File: config.mk
export PLATFORM = sky130hd
export DESIGN_NAME = calc_control_fsm
export DESIGN_NICKNAME = d
export VERILOG_FILES = /design/src/rtl/calc_control_fsm.sv
export SDC_FILE = /design/constraint.sdc
export NUM_CORES = 1
export LEC_CHECK = 0
export CORE_MARGIN = 4
export CORE_UTILIZATION = 46
export CTS_BUF_LIST = sky130_fd_sc_hd__clkbuf_4 sky130_fd_sc_hd__clkbuf_8 sky130_fd_sc_hd__clkbuf_16
export CTS_CLUSTER_DIAMETER = 150
export DETAILED_ROUTE_END_ITERATION = 8
export PLACE_DENSITY = 0.7
export SYNTH_ARGS = -nofsm -noshare
export SYNTH_HDL_FRONTEND = slang
export SYNTH_SLANG_ARGS = --single-unit
File: constraint.sdc
create_clock -name clk -period 1.97 [get_ports clk]
set_clock_uncertainty 0.2 [all_clocks]
set_input_delay 0.591 -clock clk [delete_from_list [all_inputs] [get_ports clk]]
set_output_delay 0.591 -clock clk [all_outputs]
set_load 0.05 [all_outputs]
File: src/rtl/calc_control_fsm.sv
// rtl/calc_control_fsm.sv - calculator control FSM and datapath feeding the LED display stage
//
// Collects operand A, an operation and operand B under key control and computes an unsigned
// 2*OPW-bit result. Division is restoring shift-subtract, one quotient bit per clock.
//
// Ports:
//   clk        system clock, only clock domain
//   reset      asynchronous active-high reset (released synchronously inside)
//   power_sw   power switch level, asynchronous
//   key_enter  debounced enter key level, asynchronous
//   key_clear  debounced clear key level, asynchronous
//   sw_val     operand switches, quasi-static
//   sw_op      operation select: 00 add, 01 sub, 10 mul, 11 div
//   state      current FSM state code
//   number     live echo of sw_val, 0 when not powered
//   A/B/C      operand A / operation / operand B captured
//   Error      high only in ERR
//   PowerOn    synchronised power_sw
//   ONE        result, valid in SHOW, 0 elsewhere
module calc_control_fsm #(
  parameter int OPW         = 4,
  parameter int SYNC_STAGES = 2
) (
  input  logic             clk,
  input  logic             reset,
  input  logic             power_sw,
  input  logic             key_enter,
  input  logic             key_clear,
  input  logic [OPW-1:0]   sw_val,
  input  logic [1:0]       sw_op,
  output logic [3:0]       state,
  output logic [OPW:0]     number,
  output logic             A,
  output logic             B,
  output logic             C,
  output logic             Error,
  output logic             PowerOn,
  output logic [2*OPW-1:0] ONE
);

  localparam logic [3:0] S_OFF    = 4'd0;
  localparam logic [3:0] S_GET_A  = 4'd1;
  localparam logic [3:0] S_GET_OP = 4'd2;
  localparam logic [3:0] S_GET_B  = 4'd3;
  localparam logic [3:0] S_CALC   = 4'd4;
  localparam logic [3:0] S_SHOW   = 4'd5;
  localparam logic [3:0] S_ERR    = 4'd6;

  localparam logic [1:0] OP_ADD = 2'b00;
  localparam logic [1:0] OP_SUB = 2'b01;
  localparam logic [1:0] OP_MUL = 2'b10;

  localparam int CNTW = $clog2(OPW + 1);
  localparam logic [CNTW-1:0] CNT_LAST = CNTW'(OPW - 1);

  // Reset synchroniser: assertion reaches the core immediately, release waits two clocks.
  logic [1:0] rst_pipe_q, rst_pipe_d;
  logic       rst_int;

  always_comb begin
    rst_pipe_d = {rst_pipe_q[0], 1'b0};
  end

  always_ff @(posedge clk or posedge reset) begin
    if (reset) rst_pipe_q <= 2'b11;
    else       rst_pipe_q <= rst_pipe_d;
  end

  assign rst_int = rst_pipe_q[1];

  // Input synchronisers and key edge detectors
  logic [SYNC_STAGES-1:0] pwr_sync_q, pwr_sync_d;
  logic [SYNC_STAGES-1:0] ent_sync_q, ent_sync_d;
  logic [SYNC_STAGES-1:0] clr_sync_q, clr_sync_d;
  logic                   ent_prev_q, ent_prev_d;
  logic                   clr_prev_q, clr_prev_d;
  logic                   pwr_s, ent_s, clr_s;
  logic                   ent_edge, clr_edge;

  always_comb begin
    pwr_sync_d = {pwr_sync_q[SYNC_STAGES-2:0], power_sw};
    ent_sync_d = {ent_sync_q[SYNC_STAGES-2:0], key_enter};
    clr_sync_d = {clr_sync_q[SYNC_STAGES-2:0], key_clear};
  end

  assign pwr_s    = pwr_sync_q[SYNC_STAGES-1];
  assign ent_s    = ent_sync_q[SYNC_STAGES-1];
  assign clr_s    = clr_sync_q[SYNC_STAGES-1];
  assign ent_edge = ent_s & ~ent_prev_q;
  assign clr_edge = clr_s & ~clr_prev_q;

  always_comb begin
    ent_prev_d = ent_s;
    clr_prev_d = clr_s;
  end

  // Control and datapath registers
  logic [3:0]       state_q, state_d;
  logic [OPW-1:0]   op_a_q, op_a_d;
  logic [OPW-1:0]   op_b_q, op_b_d;
  logic [1:0]       op_q, op_d;
  logic             a_q, a_d;
  logic             b_q, b_d;
  logic             c_q, c_d;
  logic [2*OPW-1:0] result_q, result_d;
  logic [OPW-1:0]   rem_q, rem_d;
  logic [OPW-1:0]   quo_q, quo_d;
  logic [CNTW-1:0]  cnt_q, cnt_d;

  // Arithmetic results, all zero-extended to 2*OPW
  logic [2*OPW-1:0] add_res, sub_res, mul_res;
  // One restoring-division step: bring the next dividend bit (MSB of quo_q) into the
  // partial remainder and subtract the divisor when it fits.
  logic [OPW:0]     rem_shift;
  logic             div_fits;
  logic [OPW-1:0]   rem_next;
  logic [OPW-1:0]   quo_next;

  always_comb begin
    add_res   = (2*OPW)'(op_a_q) + (2*OPW)'(op_b_q);
    sub_res   = {{OPW{1'b0}}, op_a_q - op_b_q};
    mul_res   = (2*OPW)'(op_a_q) * (2*OPW)'(op_b_q);
    rem_shift = {rem_q, quo_q[OPW-1]};
    div_fits  = rem_shift >= {1'b0, op_b_q};
    // When the divisor fits the difference is below op_b_q, so OPW bits are enough.
    rem_next  = div_fits ? (rem_shift[OPW-1:0] - op_b_q) : rem_shift[OPW-1:0];
    quo_next  = {quo_q[OPW-2:0], div_fits};
  end

  always_comb begin
    state_d  = state_q;
    op_a_d   = op_a_q;
    op_b_d   = op_b_q;
    op_d     = op_q;
    a_d      = a_q;
    b_d      = b_q;
    c_d      = c_q;
    result_d = result_q;
    rem_d    = rem_q;
    quo_d    = quo_q;
    cnt_d    = cnt_q;

    if (!pwr_s) begin
      state_d  = S_OFF;
      a_d      = 1'b0;
      b_d      = 1'b0;
      c_d      = 1'b0;
      result_d = '0;
    end else if (state_q > S_ERR) begin
      state_d = S_OFF;
    end else if (clr_edge && state_q != S_OFF) begin
      // Also aborts a division in progress; the divider is reloaded on the next CALC entry.
      state_d  = S_GET_A;
      a_d      = 1'b0;
      b_d      = 1'b0;
      c_d      = 1'b0;
      result_d = '0;
    end else begin
      case (state_q)
        S_OFF: state_d = S_GET_A;
        S_GET_A: begin
          if (ent_edge) begin
            op_a_d  = sw_val;
            a_d     = 1'b1;
            state_d = S_GET_OP;
          end
        end
        S_GET_OP: begin
          if (ent_edge) begin
            op_d    = sw_op;
            b_d     = 1'b1;
            state_d = S_GET_B;
          end
        end
        S_GET_B: begin
          if (ent_edge) begin
            op_b_d  = sw_val;
            c_d     = 1'b1;
            rem_d   = '0;
            quo_d   = op_a_q;
            cnt_d   = '0;
            state_d = S_CALC;
          end
        end
        S_CALC: begin
          // Enter edges are deliberately not looked at here.
          case (op_q)
            OP_ADD: begin
              result_d = add_res;
              state_d  = S_SHOW;
            end
            OP_SUB: begin
              if (op_a_q < op_b_q) begin
                state_d = S_ERR;
              end else begin
                result_d = sub_res;
                state_d  = S_SHOW;
              end
            end
            OP_MUL: begin
              result_d = mul_res;
              state_d  = S_SHOW;
            end
            default: begin
              if (op_b_q == '0) begin
                state_d = S_ERR;
              end else begin
                rem_d = rem_next;
                quo_d = quo_next;
                cnt_d = cnt_q + 1'b1;
                if (cnt_q == CNT_LAST) begin
                  result_d = (2*OPW)'(quo_next);
                  state_d  = S_SHOW;
                end
              end
            end
          endcase
        end
        S_SHOW, S_ERR: begin
          if (ent_edge) begin
            state_d  = S_GET_A;
            a_d      = 1'b0;
            b_d      = 1'b0;
            c_d      = 1'b0;
            result_d = '0;
          end
        end
        default: state_d = S_OFF;
      endcase
    end
  end

  always_ff @(posedge clk or posedge rst_int) begin
    if (rst_int) begin
      pwr_sync_q <= '0;
      ent_sync_q <= '0;
      clr_sync_q <= '0;
      ent_prev_q <= 1'b0;
      clr_prev_q <= 1'b0;
      state_q    <= S_OFF;
      op_a_q     <= '0;
      op_b_q     <= '0;
      op_q       <= '0;
      a_q        <= 1'b0;
      b_q        <= 1'b0;
      c_q        <= 1'b0;
      result_q   <= '0;
      rem_q      <= '0;
      quo_q      <= '0;
      cnt_q      <= '0;
    end else begin
      pwr_sync_q <= pwr_sync_d;
      ent_sync_q <= ent_sync_d;
      clr_sync_q <= clr_sync_d;
      ent_prev_q <= ent_prev_d;
      clr_prev_q <= clr_prev_d;
      state_q    <= state_d;
      op_a_q     <= op_a_d;
      op_b_q     <= op_b_d;
      op_q       <= op_d;
      a_q        <= a_d;
      b_q        <= b_d;
      c_q        <= c_d;
      result_q   <= result_d;
      rem_q      <= rem_d;
      quo_q      <= quo_d;
      cnt_q      <= cnt_d;
    end
  end

  assign state   = state_q;
  assign number  = pwr_s ? {1'b0, sw_val} : '0;
  assign A       = a_q;
  assign B       = b_q;
  assign C       = c_q;
  assign Error   = (state_q == S_ERR);
  assign PowerOn = pwr_s;
  assign ONE     = (state_q == S_SHOW) ? result_q : '0;

endmodule

======== Word level (Yosys, flattened, before mapping) ========
Cells that the tools add are included.
word-level totals
  logic and storage cells ................. 128
  output and inout port bits .............. 22
  bits in registers ....................... 46
  bits of input ports ..................... 11
cells by class
  magnitude comparators ................... 3
  multipliers ............................. 1
  reductions and logical operators ........ 18
  equal/unequal tests ..................... 29
  $add $sub $neg .......................... 4
  multiplexer cells ....................... 50
  bitwise logic cells ..................... 6
operators by type and width
  operator            count
  $mux 4              17
  $mux 8              8
  $ne 5x5->1 const B  5
  $pmux 4 s2          3
  $pmux 4 s6          1
  $pmux 8 s3          1
  $reduce_and 5->1    4
  $ne 4x1->1 const B  4
  $ne 4x4->1 const B  4
  $pmux 8 s2          1
  $ne 7x7->1 const B  2
  $eq 4x3->1 const B  3
  $reduce_and 4->1    3
  $mux 1              11
  $mux 3              3
  $eq 4x2->1 const B  2
  $logic_not 4->1     2
  $mul 4x4->8         1
  $ne 2x2->1 const B  4
  $ne 8x8->1 const B  1
  $sub 4x4->4         2
  $reduce_and 7->1    1
  $pmux 1 s2          3
  $pmux 3 s2          1
  19 further kinds    24

======== Depth between registers and ports, before layout ========
Gate-level depths: netlist (run 1).
  word-level depth ........................ 8
  gate-level depth with buffers ........... 12

======== Worst setup path before layout (run 1) ========
No wires, ideal clock.
  path kind ............................... reg2reg
  start point ............................. reg op_b_q[1]
  end point ............................... reg result_q[3]
  buffers on the path ..................... 0
  data required time ...................... 1.649 ns
  path slack .............................. -1.151 ns
  data arrival time ....................... 2.800 ns
  stages on the path, launching flop included .. 8
  setup time .............................. 0.121 ns
  path through ............................ dfrtp_1 > nand2_1 > fa_1 > fa_1 > inv_1 > fa_1 > mux4_2 > a22o_1
between the ends
  longest elaborated chain between the ends .. 7
  elaborated cells on any way between the ends .. 14
  classes of those cells .................. add/sub (2); mul (1); order compare (1); eq/ne (2); mux (6); reduce/logical (2)
ends and longest elaborated chain
  element                                                              line  source
  from (decl)                                                          100   logic [OPW-1:0] op_b_q, op_b_d;
  from (signal assigned)                                               259   op_b_q <= op_b_d;
  parallel branches: the longest is 7 deep, another holds $mul 4x4->8  n/a
  to (signal assigned)                                                 264   result_q <= result_d;
  to (decl)                                                            105   logic [2*OPW-1:0] result_q, result_d;
Parallel ways; which one is timed is not known. The select of a mux whose other input is x is not followed.
A chain may end at the register's enable or synchronous reset.

======== Final worst setup path (run 1) ========
  start point ............................. reg op_b_q[2]
  end point ............................... reg result_q[3]
Same word-level chain as after synthesis.

==> metrics, run 1 <==
total grt overflow=0; placed inst area=between 4000 and 5000 sq um; routability cong.=~0.91; synthesized cell area=between 3000 and 4000 sq um; GR Util All Layers=about a quarter; CTS root buffer=clkbuf_8; worst path required time=roughly 2000 ps; peak supply drop=around 0.00063 V; vias in the first global route=2,972; initial antenna violation count=0; IO buf count=30; CTS buffer count=5; H-tree lvl count=2; drt pass-1 iters=5; vias per cell=between 5 and 6; status=complete, but fails checks; fmax=~350 MHz; CP Max Fanout=4; initial DRC count=268; Slew Limit Fails=0; half-perimeter wire length of the detailed placement result=about 6000 um; power density over the cells=roughly 970 nW/um^2; chip width=90.1 um; post-detailed-route count of antenna-violating nets=0; Ys Warns=0; P_leak=roughly 2.3 nW; area of the multi-input gates=between 2000 and 2500 sq um; Clock Latency Late Sink=between 300 and 400 ps; Num Clock Sinks=45; number of fill cells=around 370; Setup-failing EPs final=40; EDFF count, synth=0; worst min path class=reg2async; unrepaired setup endpoints after global routing=yes; wire per inst=18.7 um; row cnt=29; Post-synth ARST share=100%; # nets final=between 400 and 500; overall routed net length=between 9000 and 10,000 um; core region area=6460 sq um; sequential-to-total area share from yosys stat=between 30% and 40%; Worst path max stage delay=approximately 500 ps; crit path kind=reg2reg; largest net degree at the start of global routing=30; clock-pin slew on the worst setup and hold paths=110 ps; critical path cell sequence=nand2_1 > fa_1 > fa_1 > inv_2 > fa_2 > mux4_2 > a22o_1; P&R area growth vs syn=61.9%; Crit. End Element=flip-flop; CP max-delay cell=fa_1; final setup margin=-915 ps; Starting Density=48.0%; buffer and inverter count on the worst path=1; Main synth FF type=dfrtp_1; ant diodes=0; Top delay family on crit path=adder cells; Final min period=a little under 3000 ps; die height=about 90 um; share of layout cells above drive strength 1=a little under three fifths; DRC viols=0; final instance area=roughly 5000 sq um; first-pass GRT wire length=between 15,000 and 20,000 um; Most common cell on crit path=fa_1; failing checks=negative setup slack; Netlist cell types=just under 60; total die area=a little over 8000 sq um; CTS tree=yes; Final period util=146%; Arrival @ worst endpoint=between 2000 and 3000 ps; Yosys reg bits=45; Mapped Cells=roughly 300; Hold Fails Final Rpt=0; hold_buf cts=0; startpoint types=flip-flop; Max clock buf depth=2; register area=approximately 1100 sq um; Max-Cap Viols=0; Via Count=approximately 2,900; syn_area_per_cell=around 10 sq um; Final Util=around 80%; IO Count=33
worst paths after layout:
kind	endpoint	cells after the start	slack, ps	startpoint
setup / recovery	result_q[3]	7	-920	op_b_q[2]
hold / removal	ent_prev_q	2	80	rst_pipe_q[1]
setup reg to reg	result_q[3]	7	-920	op_b_q[2]
hold reg to reg	ent_prev_q	2	80	rst_pipe_q[1]
max in group asynchronous	op_b_q[3]	2	1080	rst_pipe_q[1]
min in group clk	clr_sync_q[1]	0	160	clr_sync_q[0]
worst register-to-register path: stages (launching register included):
cell	delay, ps
dfrtp_1	430
nand2_1	90
fa_1	500
fa_1	420
inv_2	80
fa_2	430
mux4_2	460
a22o_1	180
Yosys cell counts (6+ instances only):
master	number	area, sq um
a21oi_1	15	75.1
a22o_1	7	61.3
and2_1	17	106
dfrtp_1	43	1080
fa_1	7	140
ha_1	26	325
inv_1	23	86.3
mux2_2	12	135
mux2i_1	6	60.1
nand2_1	28	105
nor2_1	19	71.3
o21ai_0	12	60.1
xnor2_1	6	52.6
cell usage in the layout, fill, tap and decap left out, types with 3 or more instances in the layout:
master / instances
inv_1: 18
dfrtp_2: 8
nand3b_1: 3
xnor2_1: 5
buf_6: 17
a21oi_2: 6
a21oi_1: 7
o21ai_0: 8
nor2_1: 16
nand2_4: 4
nor2b_1: 3
buf_12: 21
ha_1: 17
ha_4: 8
a22o_1: 7
mux2_2: 6
nand2_2: 7
dfrtp_1: 35
clkdlybuf4s50_1: 6
and2_1: 5
nand2_1: 17
o21ai_4: 3
clkbuf_8: 5
buf_4: 77
a21oi_4: 3
mux2i_1: 6
inv_2: 4
and2_4: 12
o21ai_2: 3
fa_1: 5
mux2_4: 6
a21o_1: 5
conb_1: 3
dlygate4sd2_1: 3
o31ai_2: 3
nand2b_1: 4
through the flow:
| stage | hold slack [ps] | worst slack (ps) | setup TNS (ps) | instances | total power, mW |
|---|---|---|---|---|---|
| after floorplan | 131 | -957 | -9200 | 305 | 2.57 |
| after global placement | 66.3 | -886 | -8850 | 471 | 3.43 |
| after detailed placement | 76.7 | -1000 | -9980 | 471 | 3.49 |
| after CTS | 81.3 | -903 | -11000 | 503 | 4.57 |
| after global routing | 132 | -1010 | -14580 | 505 | 5.15 |
| final | 84.4 | -915 | -11580 | 505 | 4.88 |
registers in the layout, summed over array words and instances (netlist names), 3 cells and up:
| name | flops |
|---|---|
| result_q | 8 |
| op_a_q | 4 |
| op_b_q | 4 |
| quo_q | 4 |
| rem_q | 4 |
| cnt_q | 3 |
| state | 3 |
report_power, final:
group          internal [mW]  switching, mW  total (mW)
registers               1.06          0.146        1.21
clock network          0.388          0.378       0.765
logic                   1.49           1.42        2.91
total                   2.95           1.94        4.88
cell type report:
type                    instances  area share [%]
multi-input cells             225            44.6
repair buffers                127            26.7
flip-flops and latches         45            22.7
well taps                      77            1.92
inverters                      23            1.77
clock buffers                   5            1.37
clock inverters                 3           0.947
layer usage:
layer | routed length [um] | share of wire (%) | vias to the layer above | global-route usage, %
met1 | 3880 | 41 | 1423 | 29.9
met5 | 0 | 0 | - | 0
met4 | 248 | 2.6 | 0 | 6.76
met2 | 4790 | 51 | 124 | 40.4
met3 | 532 | 5.6 | 32 | 4.26
li1 | - | - | 1305 | -
logic make-up after synthesis:
group	after synthesis	share of synthesized area (%)
AOI/OAI and AO/OA	68	16.3
xor gates and xnor gates	8	2.26
adders and majority gates	33	15.0
buffers and inverters	35	5.37
DFF	45	36.4
muxes	21	8.11
other	1	0.121
and+or+nand+nor	92	16.5
repair_timing:
| item | 4_1_cts | 5_1_grt |
|---|---|---|
| cloned | 3 | 0 |
| endpoints found under the setup margin | 46 | 44 |
| pin swaps | 24 | 17 |
| buffers inserted | 21 | 6 |
| resized for setup | 56 | 38 |
No activity file was read; power rests on OpenSTA's default activity.
==> run 2: changes to the inputs <==
- CORE_UTILIZATION: 46 -> 30
- GPL_TIMING_DRIVEN: default -> 0
- PLACE_DENSITY: 0.7 -> 0.49
- REMOVE_ABC_BUFFERS: default -> 1
==> metrics, run 2 (synthesis gave the netlist of run 1 again) <==
final setup margin=-1010 ps (-94.7 ps); power density over the cells=937 nW/um^2 (-3.7%); r2r worst-path depth=7 (unchanged); unrepaired setup endpoints after global routing=yes; CTS root buffer=clkbuf_8; CP Max Fanout=2 (-2); core region area=9910 sq um (+53%); max_slew headroom=between 60% and 70%; worst hold margin=11.9 ps (-72.5 ps); startpoint types=flip-flop; total grt overflow=0 (unchanged); CTS buffer count=5 (unchanged); drt pass-1 iters=4 (-1); worst path required time=1970 ps (about the same); Crit. End Element=flip-flop; IO Count=33 (unchanged); wire per inst=16.9 um (-9.6%); routability cong.=0.859 (-5.7%); Final Util=47.2% (-30 points); CP endpoint=result_q[3]; fin cells=522 (+3.4%); clock-pin slew on the worst setup and hold paths=100 ps (about the same); Max clock buf depth=2 (unchanged); initial antenna violation count=0 (unchanged); chip width=110 um (+22%); Most common cell on crit path=fa_1; Arrival @ worst endpoint=2980 ps (+80 ps); Worst Tran Pin Value=roughly 570 ps; CP max-delay cell=fa_1; crit path kind=reg2reg; row cnt=36 (+24%); R2R Setup Slk=-1010 ps (-90 ps); leading cell type in the layout, fill and taps excluded=dfrtp_1; Via Count=2,587 (-10%); Top delay family on crit path=adder cells; buffer and inverter count on the worst path=1 (unchanged); first-pass GRT wire length=14,500 um (-5.9%); most frequent cells in the layout=dfrtp_1 (34), buf_4 (29), buf_6 (23), nand2_1 (21), inv_1 (16); largest net degree at the start of global routing=31 (+3.3%); vias in the first global route=2,752 (-7.4%); post-detailed-route count of antenna-violating nets=0 (unchanged); total die area=12,000 sq um (+48%); pre-CTS setup slack=-1450 ps (-450 ps); Reg-to-Reg End=result_q[3]; die height=110 um (+22%); vias per cell=4.96 (-13%); half-perimeter wire length of the detailed placement result=5310 um (-13%); DRC viols=0 (unchanged); ant diodes=0 (unchanged); critical path cell sequence=nand2_2 > fa_1 > fa_1 > inv_2 > fa_2 > mux4_2 > a22o_1; Setup-failing EPs final=42 (+5.0%); Cells after DPL=457 (-3.0%); Final min period=2980 ps (+94.7 ps); H-tree lvl count=2 (unchanged); Biggest register=result_q; IO buf count=30 (unchanged); share of layout cells above drive strength 1=49.4% (-5.8 points); P_leak=2.05 nW (-11%); P&R area growth vs syn=51.0%; setup_tns=-11,860 ps (-283 ps); final instance area=4680 sq um (-6.7%); worst min path class=reg2async; instance count on the critical path=7 (unchanged); fmax=336 MHz (-3.2%); initial DRC count=78 (-71%); GR Util All Layers=15.8% (-7.6 points); Pwr Total=4.39 mW (-10%); Max-Cap Viols=0 (unchanged); Slew Limit Fails=0 (unchanged); max FFs per register=8 (unchanged); Final period util=151% (+4.8 points); CTS tree=yes; failing checks=negative setup slack; Setup crit start=op_b_q[1]; placed inst area=3510 sq um (-19%); Hold Fails Final Rpt=0 (unchanged); peak supply drop=0.000374 V (-40%); overall routed net length=8830 um (-6.5%); # nets final=432 (-8.3%); reg2reg start=op_b_q[1]; Num Clock Sinks=45 (unchanged); Starting Density=31.3% (-17 points); Worst path max stage delay=570 ps (+70 ps); status=complete, but fails checks; Clock Latency Late Sink=310 ps (about the same)
==> run 2: cell count changes in the layout (fill, tap and decap cells not counted), moves of 4 or more <==
| cell | before | now |
|---|---|---|
| buf_4 | 77 | 29 |
| buf_12 | 21 | 5 |
| buf_8 | 0 | 13 |
| buf_6 | 17 | 23 |
| mux2_4 | 6 | 10 |
| nand2_1 | 17 | 21 |
==> run 2: where the power goes <==
part,internal [mW],switching (mW),leakage (nW)
clock,0.264,0.370,0.0495
combinational,1.25,1.21,1.43
sequential,1.06,0.227,0.572
==> run 2: what timing repair did <==
item / 4_1_cts / 5_1_grt
gates cloned: 2 / 0
pin swaps: 33 / 32
setup endpoints to repair: 54 / 51
resized for setup: 222 / 58
buffers inserted: 48 / 9
hold buffers: 0 / 0
==> run 2: layout make-up <==
type | count | area, sq um
clock buffers | 5 | 68.8
well taps | 133 | 166
multi-input cells | 227 | 2260
repair buffers | 86 | 920
fillers | 924 | 5230
flip-flops and latches | 45 | 1140
clock inverters | 3 | 26.3
inverters | 23 | 96.3
==> run 2: routing by layer <==
| layer | routed length [um] | vias to the layer above | GRT usage [%] |
|---|---|---|---|
| met1 | 3760 | 1276 | 20.0 |
| met3 | 308 | 18 | 2.47 |
| li1 | - | 1239 | - |
| met2 | 4530 | 54 | 27.0 |
| met5 | 0 | - | 0 |
| met4 | 238 | 0 | 5.88 |
==> run 2: worst min-delay path by stage <==
stage	to	cells past startpoint	from	slack [ps]
floorplan	clr_sync_q[1]	0	clr_sync_q[0]	130
global placement	ent_sync_q[1]	0	ent_sync_q[0]	130
detailed placement	pwr_sync_q[0]	1	rst_pipe_q[1]	20
CTS	pwr_sync_q[0]	1	rst_pipe_q[1]	30
global route	pwr_sync_q[0]	1	rst_pipe_q[1]	50
finish	C	1	rst_pipe_q[1]	10
==> run 3: changes to the inputs <==
- CORE_ASPECT_RATIO: default -> 0.75
- CTS_CLUSTER_DIAMETER: 150 -> 60
- SLEW_MARGIN: default -> 40
==> metrics, run 3 (synthesis gave the netlist of run 1 again) <==
status=complete, but fails checks; failing checks=negative setup slack; power density over the cells=967 nW/um^2 (+3.2%); total die area=12,000 sq um (+0.14%); most frequent cells in the layout=buf_4 (33), dfrtp_1 (32), buf_6 (29), nand2_1 (19), inv_1 (16); vias in the first global route=2,585 (-6.1%); clock-pin slew on the worst setup and hold paths=70 ps (-30 ps); Cells after DPL=456 (-0.22%); half-perimeter wire length of the detailed placement result=5370 um (+1.1%); post-detailed-route count of antenna-violating nets=0 (unchanged); Hold Fails Final Rpt=0 (unchanged); Via Count=2,671 (+3.2%); drt pass-1 iters=4 (unchanged); Starting Density=31.5% (+0.18 points); placed inst area=3530 sq um (+0.36%); max FFs per register=8 (unchanged); routability cong.=0.846 (-1.4%); fin cells=531 (+1.7%); Final period util=151% (about the same); Biggest register=result_q; DRC viols=0 (unchanged); Num Clock Sinks=45 (unchanged); P&R area growth vs syn=59.8%; final setup margin=-1010 ps (+1.53 ps); peak supply drop=0.000501 V (+34%); vias per cell=5.03 (+1.5%); fmax=336 MHz (about the same); max_slew headroom=55.1% (-6.8 points); CP max-delay cell=mux4_2; critical path cell sequence=buf_6 > ha_1 > ha_4 > inv_1 > fa_1 > inv_2 > fa_2 > mux4_2 > a22o_1; Clock Latency Late Sink=300 ps (about the same); worst hold margin=149 ps (+137 ps); unrepaired setup endpoints after global routing=yes; first-pass GRT wire length=14,100 um (-2.1%); wire per inst=17.2 um (+1.7%); Pwr Total=4.79 mW (+9.3%); Setup-failing EPs final=43 (+2.4%); IO Count=33 (unchanged); final instance area=4960 sq um (+5.9%); startpoint types=flip-flop; worst min path class=reg2reg; overall routed net length=9140 um (+3.5%); leading cell type in the layout, fill and taps excluded=buf_4; CP Max Fanout=7 (+5); initial DRC count=96 (+23%); total grt overflow=0 (unchanged); setup_tns=-13,610 ps (-1750 ps); Max-Cap Viols=0 (unchanged); CTS tree=yes; # nets final=442 (+2.3%); Crit. End Element=flip-flop; Top delay family on crit path=adder cells; Slew Limit Fails=0 (unchanged); Arrival @ worst endpoint=2960 ps (-20 ps); P_leak=2.16 nW (+5.3%); initial antenna violation count=0 (unchanged); CTS buffer count=5 (unchanged); core region area=9850 sq um (-0.58%); Max clock buf depth=2 (unchanged); row cnt=31 (-14%); Worst Tran Pin Value=668 ps (+101 ps); GR Util All Layers=15.1% (-0.67 points); Final min period=2980 ps (-1.53 ps); chip width=125 um (+14%); largest net degree at the start of global routing=28 (-9.7%); CTS root buffer=clkbuf_16; ant diodes=0 (unchanged); Worst path max stage delay=460 ps (-110 ps); crit path kind=reg2reg; buffer and inverter count on the worst path=3 (+2); IO buf count=30 (unchanged); die height=96.0 um (-12%); share of layout cells above drive strength 1=52.6% (+3.3 points); worst path required time=1950 ps (-20 ps); H-tree lvl count=2 (unchanged)
==> run 3: cell types whose count changed in the layout (fill, tap and decap cells not counted), moves of 3 or more <==
cell       previous run  this run
a21oi_1              10         7
clkbuf_16             0         5
ha_4                  7        11
dfrtp_2               8        11
clkbuf_8              5         0
buf_6                23        29
buf_4                29        33
==> run 3: final timing paths <==
check                                    from       endpoint  slack, ps  cells past startpoint
max in group asynchronous       rst_pipe_q[1]       state[1]        580                      3
worst min register to register  pwr_sync_q[0]  pwr_sync_q[1]        150                      0
worst max register to register      op_a_q[1]    result_q[3]      -1010                      9
worst max-delay path                op_a_q[1]    result_q[3]      -1010                      9
worst min-delay path            pwr_sync_q[0]  pwr_sync_q[1]        150                      0
min in group asynchronous               reset  rst_pipe_q[0]        410                      2
==> run 3: worst register-to-register path, delay by kind of cell, from the launching register on <==
family                   cells  cell delay [ps]
adder cells (fa/ha/maj)      4             1280
AO/OA/AOI/OAI                1              180
buffers and inverters        3              310
flip-flops                   1              430
multiplexers                 1              460
==> run 3: timing repair <==
| item | CTS | global route |
|---|---|---|
| gates cloned | 3 | 0 |
| hold endpoints to repair | 14 | 0 |
| setup endpoints to repair | 54 | 46 |
| gates resized for setup | 207 | 88 |
| pin swaps | 31 | 30 |
| buffers inserted | 44 | 19 |
| hold buffers | 1 | 0 |
==> run 3: per-layer routing <==
metal | track usage (%) | vias to the layer above | wire length, um
li1 | - | 1268 | -
met1 | 21.8 | 1314 | 4390
met2 | 22.7 | 72 | 4030
met3 | 3.72 | 17 | 548
met4 | 3.61 | 0 | 173
met5 | 0 | - | 0
==> run 3: power by group <==
part | total [mW] | leakage, nW | switching, mW | internal, mW
registers | 1.30 | 0.569 | 0.233 | 1.07
logic | 2.48 | 1.51 | 1.25 | 1.24
clock network | 1.01 | 0.0859 | 0.398 | 0.610
total | 4.79 | 2.16 | 1.88 | 2.92
==> run 3: per-stage QoR <==
step / utilization [%] / worst slack, ps
detailed placement: 35.8 / -1470
CTS: 44.9 / -1030
global route: 50.3 / -1090
global placement: 35.5 / -1420
floorplan: - / -1150
finish: 50.3 / -1010
==> run 3: cell type report <==
class / count / area [sq um]
flip-flops and latches: 45 / 1140
clock buffers: 5 / 125
multi-input cells: 228 / 2390
clock inverters: 3 / 50.0
inverters: 23 / 98.8
fillers: 879 / 4900
well taps: 132 / 165
repair buffers: 95 / 988
==> variant 1 (config.mk and constraints of run 2) <==
`OPW`: 4 -> 8.
--- a/src/rtl/calc_control_fsm.sv
+++ b/src/rtl/calc_control_fsm.sv
@@ -20,3 +20,3 @@
 module calc_control_fsm #(
-  parameter int OPW         = 4,
+  parameter int OPW         = 8,
   parameter int SYNC_STAGES = 2
Interface: changed (resized ONE, number and sw_val); port bits go from 33 to 49. The function was not compared with the original's and may differ.
==> variant 1 against run 2 <==
Wire length increased by 140%. Sequential cell count increased by 25. First-iteration DRC count increased to 4.0 times the old value. Setup slack got worse by 1.5 ns. Global-route usage increased by 1.6 points. Design area increased by 100%. The run still ends with negative setup slack left. Largest cell class unchanged. Area after synthesis increased by 110%.
Power is not shown: default switching activity piles up to over one toggle a cycle in this logic, so the estimate is an artifact.
==> variant 1: results (changes against run 2) <==
| Metric | Value |
|---|---|
| Share of cells above drive strength 1 | `39.4% (-10 points)` |
| Relative slew margins | `41.8% (-20 points)` |
| Clk slew on worst S/H paths | `0.07 ns (-0.03 ns)` |
| Most flop-heavy register | `result_q` |
| First-pass GRT wire length | `32900 um (+130%)` |
| Violated checks | `negative setup slack` |
| Layout net count | `989 (+130%)` |
| Hold Path Class | `flop to flop` |
| ANT cells | `0 (unchanged)` |
| First drt pass iteration count | `5 (+1)` |
| Antenna violations before repair | `0 (unchanged)` |
| Max Buffers Root-to-Sink | `2 (unchanged)` |
| Synth cell types | `67 (+16%)` |
| CP Max Fanout | `6 (+4)` |
| Placed cells | `1031 (+130%)` |
| Max reg flops | `16 (+8)` |
| Clk_lat worst skew | `0.35 ns (+0.04 ns)` |
| Synth warnings | `0 (unchanged)` |
| Slowest CP cell | `fa_1` |
| H-Tree Level Count | `3 (+1)` |
| Root Driver | `clkbuf_16` |
| Post-synth ARST share | `100% (unchanged)` |
| Vias in the first global route | `6014 (+120%)` |
| Total number of vias | `5916 (+130%)` |
| Number of cells on the worst reg-to-reg path | `16 (+9)` |
| RD Place Congestion | `0.818 (-4.7%)` |
| Initial DRC count | `314 (+300%)` |
| Largest net degree at the start of global routing | `69 (+120%)` |
| CP delay by family, top | `adder cells` |
| Final setup fails | `75 (+79%)` |
| HPWL after DPL | `13400 um (+150%)` |
| Crit path setup slack, layout | `-2.51 ns (-1.50 ns)` |
| Syn avg cell area | `8.96 sq um (-12%)` |
| Fraction of the yosys area taken by sequential cells | `26.6% (-9.8 points)` |
| Status | `finished, violations left` |
| Finished Layout Cells | `1154 (+120%)` |
| Port Buffers | `46 (+53%)` |
| GRT Total Usage | `17.3% (+1.6 points)` |
| Crit path DAT | `4.50 ns (+1.52 ns)` |
| Dominant cells by area after synthesis | `dfrtp_1 (26%), fa_1 (12%), ha_1 (12%)` |
| Final WL | `21300 um (+140%)` |
| TritonCTS buffer count | `9 (+4)` |
| Top FF cell, synth | `dfrtp_1` |
| Worst hold stages | `0` |
| Setup tns final | `-57.16 ns (-45.30 ns)` |
| Largest stage delay, worst path | `0.51 ns (-0.06 ns)` |
| Synth cell count leaders | `inv_1 (82), dfrtp_1 (68), nand2_1 (63)` |
==> variant 1: timing repair <==
action | in CTS | in global routing
setup buffers | 80 | 28
gates cloned | 4 | 1
resized for setup | 385 | 109
pin swaps | 73 | 58
endpoints found under the setup margin | 92 | 86
==> variant 1: logic make-up after synthesis <==
| logic type | Yosys count | share of synthesized area [%] |
|---|---|---|
| flops | 70 | 26.6 |
| other cells | 1 | 0.0568 |
| compound gates | 155 | 16.3 |
| mux | 26 | 4.42 |
| simple gates | 252 | 19.9 |
| buf+inv | 113 | 6.81 |
| fa+ha+maj | 101 | 23.6 |
| xor+xnor | 18 | 2.39 |
==> variant 1: final cells by class <==
cell class,count,area [sq um]
clock buffers,10,239
fillers,2079,11800
inverters,83,327
clock inverters,6,68.8
flip-flops and latches,70,1780
repair buffers,151,1550
well taps,275,344
multi-input cells,559,5270
==> variant 1: stage by stage <==
step | worst slack [ns] | cell area [sq um] | hold slack (ns) | util, %
floorplan | -2.61 | 6470 | 0.131 | -
global placement | -3.17 | 7270 | 0.133 | 34.1
detailed placement | -3.18 | 7310 | 0.135 | 34.2
CTS | -2.53 | 9000 | 0.146 | 42.1
global route | -2.62 | 9590 | 0.159 | 44.9
finish | -2.51 | 9590 | 0.145 | 44.9
==> variant 1: worst paths after layout <==
| check | from | endpoint |
|---|---|---|
| setup / recovery | op_b_q[4]$_DFFE_PP0P_ | result_q[10]$_DFFE_PP0P_ |
| min in group asynchronous | rst_pipe_q[1]$_DFF_PP1_ | quo_q[4]$_DFFE_PP0P_ |
| max in group asynchronous | rst_pipe_q[1]$_DFF_PP1_ | state[2]$_DFFE_PP0P_ |
| hold / removal | pwr_sync_q[0]$_DFF_PP0_ | pwr_sync_q[1]$_DFF_PP0_ |
| hold reg to reg | pwr_sync_q[0]$_DFF_PP0_ | pwr_sync_q[1]$_DFF_PP0_ |
| setup reg to reg | op_b_q[4]$_DFFE_PP0P_ | result_q[10]$_DFFE_PP0P_ |
==> variant 1: worst register-to-register path, delay by kind of cell (launching register included) <==
family                   cells  cell delay [ns]
XOR/XNOR                     1             0.13
adder cells (fa/ha/maj)      5             2.22
multiplexers                 1             0.26
buffers and inverters        4             0.28
AND/OR/NAND/NOR              3             0.28
flip-flops                   1             0.50
AO/OA/AOI/OAI                2             0.48
==> variant 1: per-layer routing <==
metal / up-vias / routed length, um / GRT usage [%]
met4: 0 / 354 / 3.60
met1: 2956 / 9630 / 23.2
met3: 24 / 633 / 2.18
met2: 116 / 10700 / 30.1
li1: 2820 / - / -
met5: - / 0 / 0
==> variant 2 (flow settings as in run 2) <==
Made on the original files. Register the inputs `power_sw`, `key_enter`, `key_clear`, `sw_val` and `sw_op` before use, without a reset. The logic sees them one clock later.
--- a/src/rtl/calc_control_fsm.sv
+++ b/src/rtl/calc_control_fsm.sv
@@ -55,2 +55,16 @@
 
+  logic power_sw_q;
+  logic key_enter_q;
+  logic key_clear_q;
+  logic [OPW-1:0] sw_val_q;
+  logic [1:0] sw_op_q;
+
+  always_ff @(posedge clk) begin
+    power_sw_q  <= power_sw;
+    key_enter_q <= key_enter;
+    key_clear_q <= key_clear;
+    sw_val_q    <= sw_val;
+    sw_op_q     <= sw_op;
+  end
+
   // Reset synchroniser: assertion reaches the core immediately, release waits two clocks.
@@ -80,5 +94,5 @@
   always_comb begin
-    pwr_sync_d = {pwr_sync_q[SYNC_STAGES-2:0], power_sw};
-    ent_sync_d = {ent_sync_q[SYNC_STAGES-2:0], key_enter};
-    clr_sync_d = {clr_sync_q[SYNC_STAGES-2:0], key_clear};
+    pwr_sync_d = {pwr_sync_q[SYNC_STAGES-2:0], power_sw_q};
+    ent_sync_d = {ent_sync_q[SYNC_STAGES-2:0], key_enter_q};
+    clr_sync_d = {clr_sync_q[SYNC_STAGES-2:0], key_clear_q};
   end
@@ -162,3 +176,3 @@
           if (ent_edge) begin
-            op_a_d  = sw_val;
+            op_a_d  = sw_val_q;
             a_d     = 1'b1;
@@ -169,3 +183,3 @@
           if (ent_edge) begin
-            op_d    = sw_op;
+            op_d    = sw_op_q;
             b_d     = 1'b1;
@@ -176,3 +190,3 @@
           if (ent_edge) begin
-            op_b_d  = sw_val;
+            op_b_d  = sw_val_q;
             c_d     = 1'b1;
@@ -271,3 +285,3 @@
   assign state   = state_q;
-  assign number  = pwr_s ? {1'b0, sw_val} : '0;
+  assign number  = pwr_s ? {1'b0, sw_val_q} : '0;
   assign A       = a_q;
Function: changed (a bounded check fails within 10 cycles, from zero or initial values and one cycle with reset high).
==> variant 2 against run 2 <==
The flow still finishes with violations (negative setup slack). Wire length down 6.7%. Power up 40%. Final cell count grew 1.7%. Non-clock buffer count decreased by 12. Synthesized cell count is 7.6% higher. Global-route usage down 2.7 points. Via count grew 0.93%. Area after synthesis grew 4.8%. Setup slack worse by 0.054 ns. Highest routed layer unchanged. Sequential power increased by 33%. Sequential cell count up 9. Design area is 4.4% lower.
==> variant 2: results (changes against run 2) <==
| Metric | Value |
|---|---|
| Share of cells above drive strength 1 | `40.0% (-9.4 points)` |
| Inverters | `27 (+17%)` |
| Crit path setup slack, layout | `-1.06 ns (-0.0540 ns)` |
| Bufs w/o clock | `74 (-14%)` |
| Worst Tran Pin Value | `0.703 ns (+0.137 ns)` |
| Sequential cell area share | `29.6% (+5.2 points)` |
| First drt pass iteration count | `4 (unchanged)` |
| Antenna violations before repair | `0 (unchanged)` |
| Crit path DAT | `3.03 ns (+0.05 ns)` |
| Max Buffers Root-to-Sink | `2 (unchanged)` |
| Avg WL per Cell | `15.5 um (-8.3%)` |
| Final setup fails | `36 (-14%)` |
| Vias in the first global route | `2544 (-7.6%)` |
| Synth cell count leaders | `dfrtp_1 (43), nand2_1 (28), inv_1 (27)` |
| Final non-clock buffer share | `16.1% (-3.6 points)` |
| Multi-input gates | `232 (+2.2%)` |
| Status | `finished, violations left` |
| Clk slew on worst S/H paths | `0.10 ns (about the same)` |
| Largest net degree at the start of global routing | `30 (-3.2%)` |
| CLK BUF | `6 (+1)` |
| Vias per cell | `4.92 (-0.78%)` |
| Synthesized netlist cell count | `326 (+7.6%)` |
| Number of cells on the worst reg-to-reg path | `9 (+2)` |
| Fraction of the yosys area taken by sequential cells | `40.3% (+3.9 points)` |
| Layout net count | `438 (+1.4%)` |
| Post-CTS sizing | `150 (-32%)` |
| Initial DRC count | `137 (+76%)` |
| First-pass GRT wire length | `13300 um (-8.3%)` |
| Peak VDD IR | `0.609 mV (+63%)` |
| Dominant cells by area after synthesis | `dfrtp_1 (33%), ha_1 (10%), mux2_2 (5.9%)` |
| TritonCTS buffer count | `5 (unchanged)` |
| GRT Total Usage | `13.0% (-2.7 points)` |
| Post CTS Setup Buffer Count | `24 (-50%)` |
| Sequential cell count | `54 (+20%)` |
| Post-synth ARST share | `83.3% (-17 points)` |
| Synth cell types | `53 (-8.6%)` |
| Clock-cell share of area | `2.01% (-0.018 points)` |
| Violated checks | `negative setup slack` |
| Setup crit start | `op_a_q[0]$_DFFE_PP0P_` |
| RD Place Congestion | `0.835 (-2.8%)` |
| Root Driver | `clkbuf_8` |
| Leakage | `1.95 nW (-5.1%)` |
| Area occupied by multi-input gates | `2060 sq um (-8.8%)` |
| Total number of vias | `2611 (+0.93%)` |
| Filler cell count | `1009 (+9.2%)` |
| Placed cells | `480 (+5.0%)` |
| HPWL after DPL | `5490 um (+3.4%)` |
-- variant 2: cell types whose count changed after synthesis, sizes merged, moves of 4 or more --
| cell | before | now |
|---|---|---|
| dfxtp | 0 | 9 |
| o21ai | 16 | 25 |
| a22o | 7 | 1 |
| mux2 | 13 | 19 |
| nor2 | 19 | 13 |
| a211oi | 2 | 7 |
| clkbuf | 3 | 8 |
| and2 | 17 | 13 |
| inv | 23 | 27 |
| nor3 | 4 | 8 |
| or4 | 0 | 4 |
-- variant 2: worst max-delay path: stages (launching register included) --
cell	delay [ns]
dfrtp_2	0.42
nand2_2	0.07
fa_1	0.56
fa_1	0.42
inv_2	0.10
fa_2	0.44
mux2_4	0.29
nand2_2	0.08
a211oi_2	0.07
mux2_4	0.27
-- variant 2: worst min path at each step --
stage,start,endpoint,slack [ns],cells past startpoint
global placement,key_enter_q$_DFF_P_,ent_sync_q[0]$_DFF_PP0_,0.12,0
finish,rst_pipe_q[1]$_DFF_PP1_,cnt_q[0]$_DFFE_PP0P_,0.03,1
detailed placement,rst_pipe_q[1]$_DFF_PP1_,cnt_q[0]$_DFFE_PP0P_,0.04,1
CTS,rst_pipe_q[1]$_DFF_PP1_,cnt_q[0]$_DFFE_PP0P_,0.05,1
global route,rst_pipe_q[1]$_DFF_PP1_,cnt_q[0]$_DFFE_PP0P_,0.08,1
floorplan,key_clear_q$_DFF_P_,clr_sync_q[0]$_DFF_PP0_,0.12,0
-- variant 2: through the flow --
step | total power, mW | cell area, sq um | setup slack [ns] | setup TNS (ns) | utilization [%]
floorplan | 3.52 | 3190 | -1.12 | -20.07 | -
global placement | 4.18 | 3660 | -1.50 | -37.16 | 35.1
detailed placement | 4.22 | 3680 | -1.56 | -31.84 | 35.3
CTS | 5.73 | 4210 | -1.10 | -19.22 | 40.4
global route | 6.64 | 4480 | -1.12 | -15.70 | 43.0
finish | 6.14 | 4480 | -1.06 | -12.56 | 43.0
-- variant 2: cells by family after synthesis --
family	count (synthesis)	synth area share [%]
AND/OR/NAND/NOR	92	14.5
AO/OA/AOI/OAI	72	14.9
flip-flops	54	40.3
buffers and inverters	42	5.27
adder cells (fa/ha/maj)	33	14.3
multiplexers	27	9.28
XOR/XNOR	5	1.35
other	1	0.115
-- variant 2: report_power, final --
part           total, mW  internal, mW  switching (mW)
combinational       3.78          1.94            1.84
clock              0.641         0.268           0.372
sequential          1.72          1.35           0.364
total               6.14          3.56            2.58
-- variant 2: routing by layer --
metal	part of all wire (%)	track usage (%)	vias up	wire length [um]
li1	-	-	1286	-
met2	47	21.2	55	3850
met4	0.87	2.64	0	72
met3	4.0	2.21	4	333
met5	0	0	-	0
met1	48	18.3	1266	3980
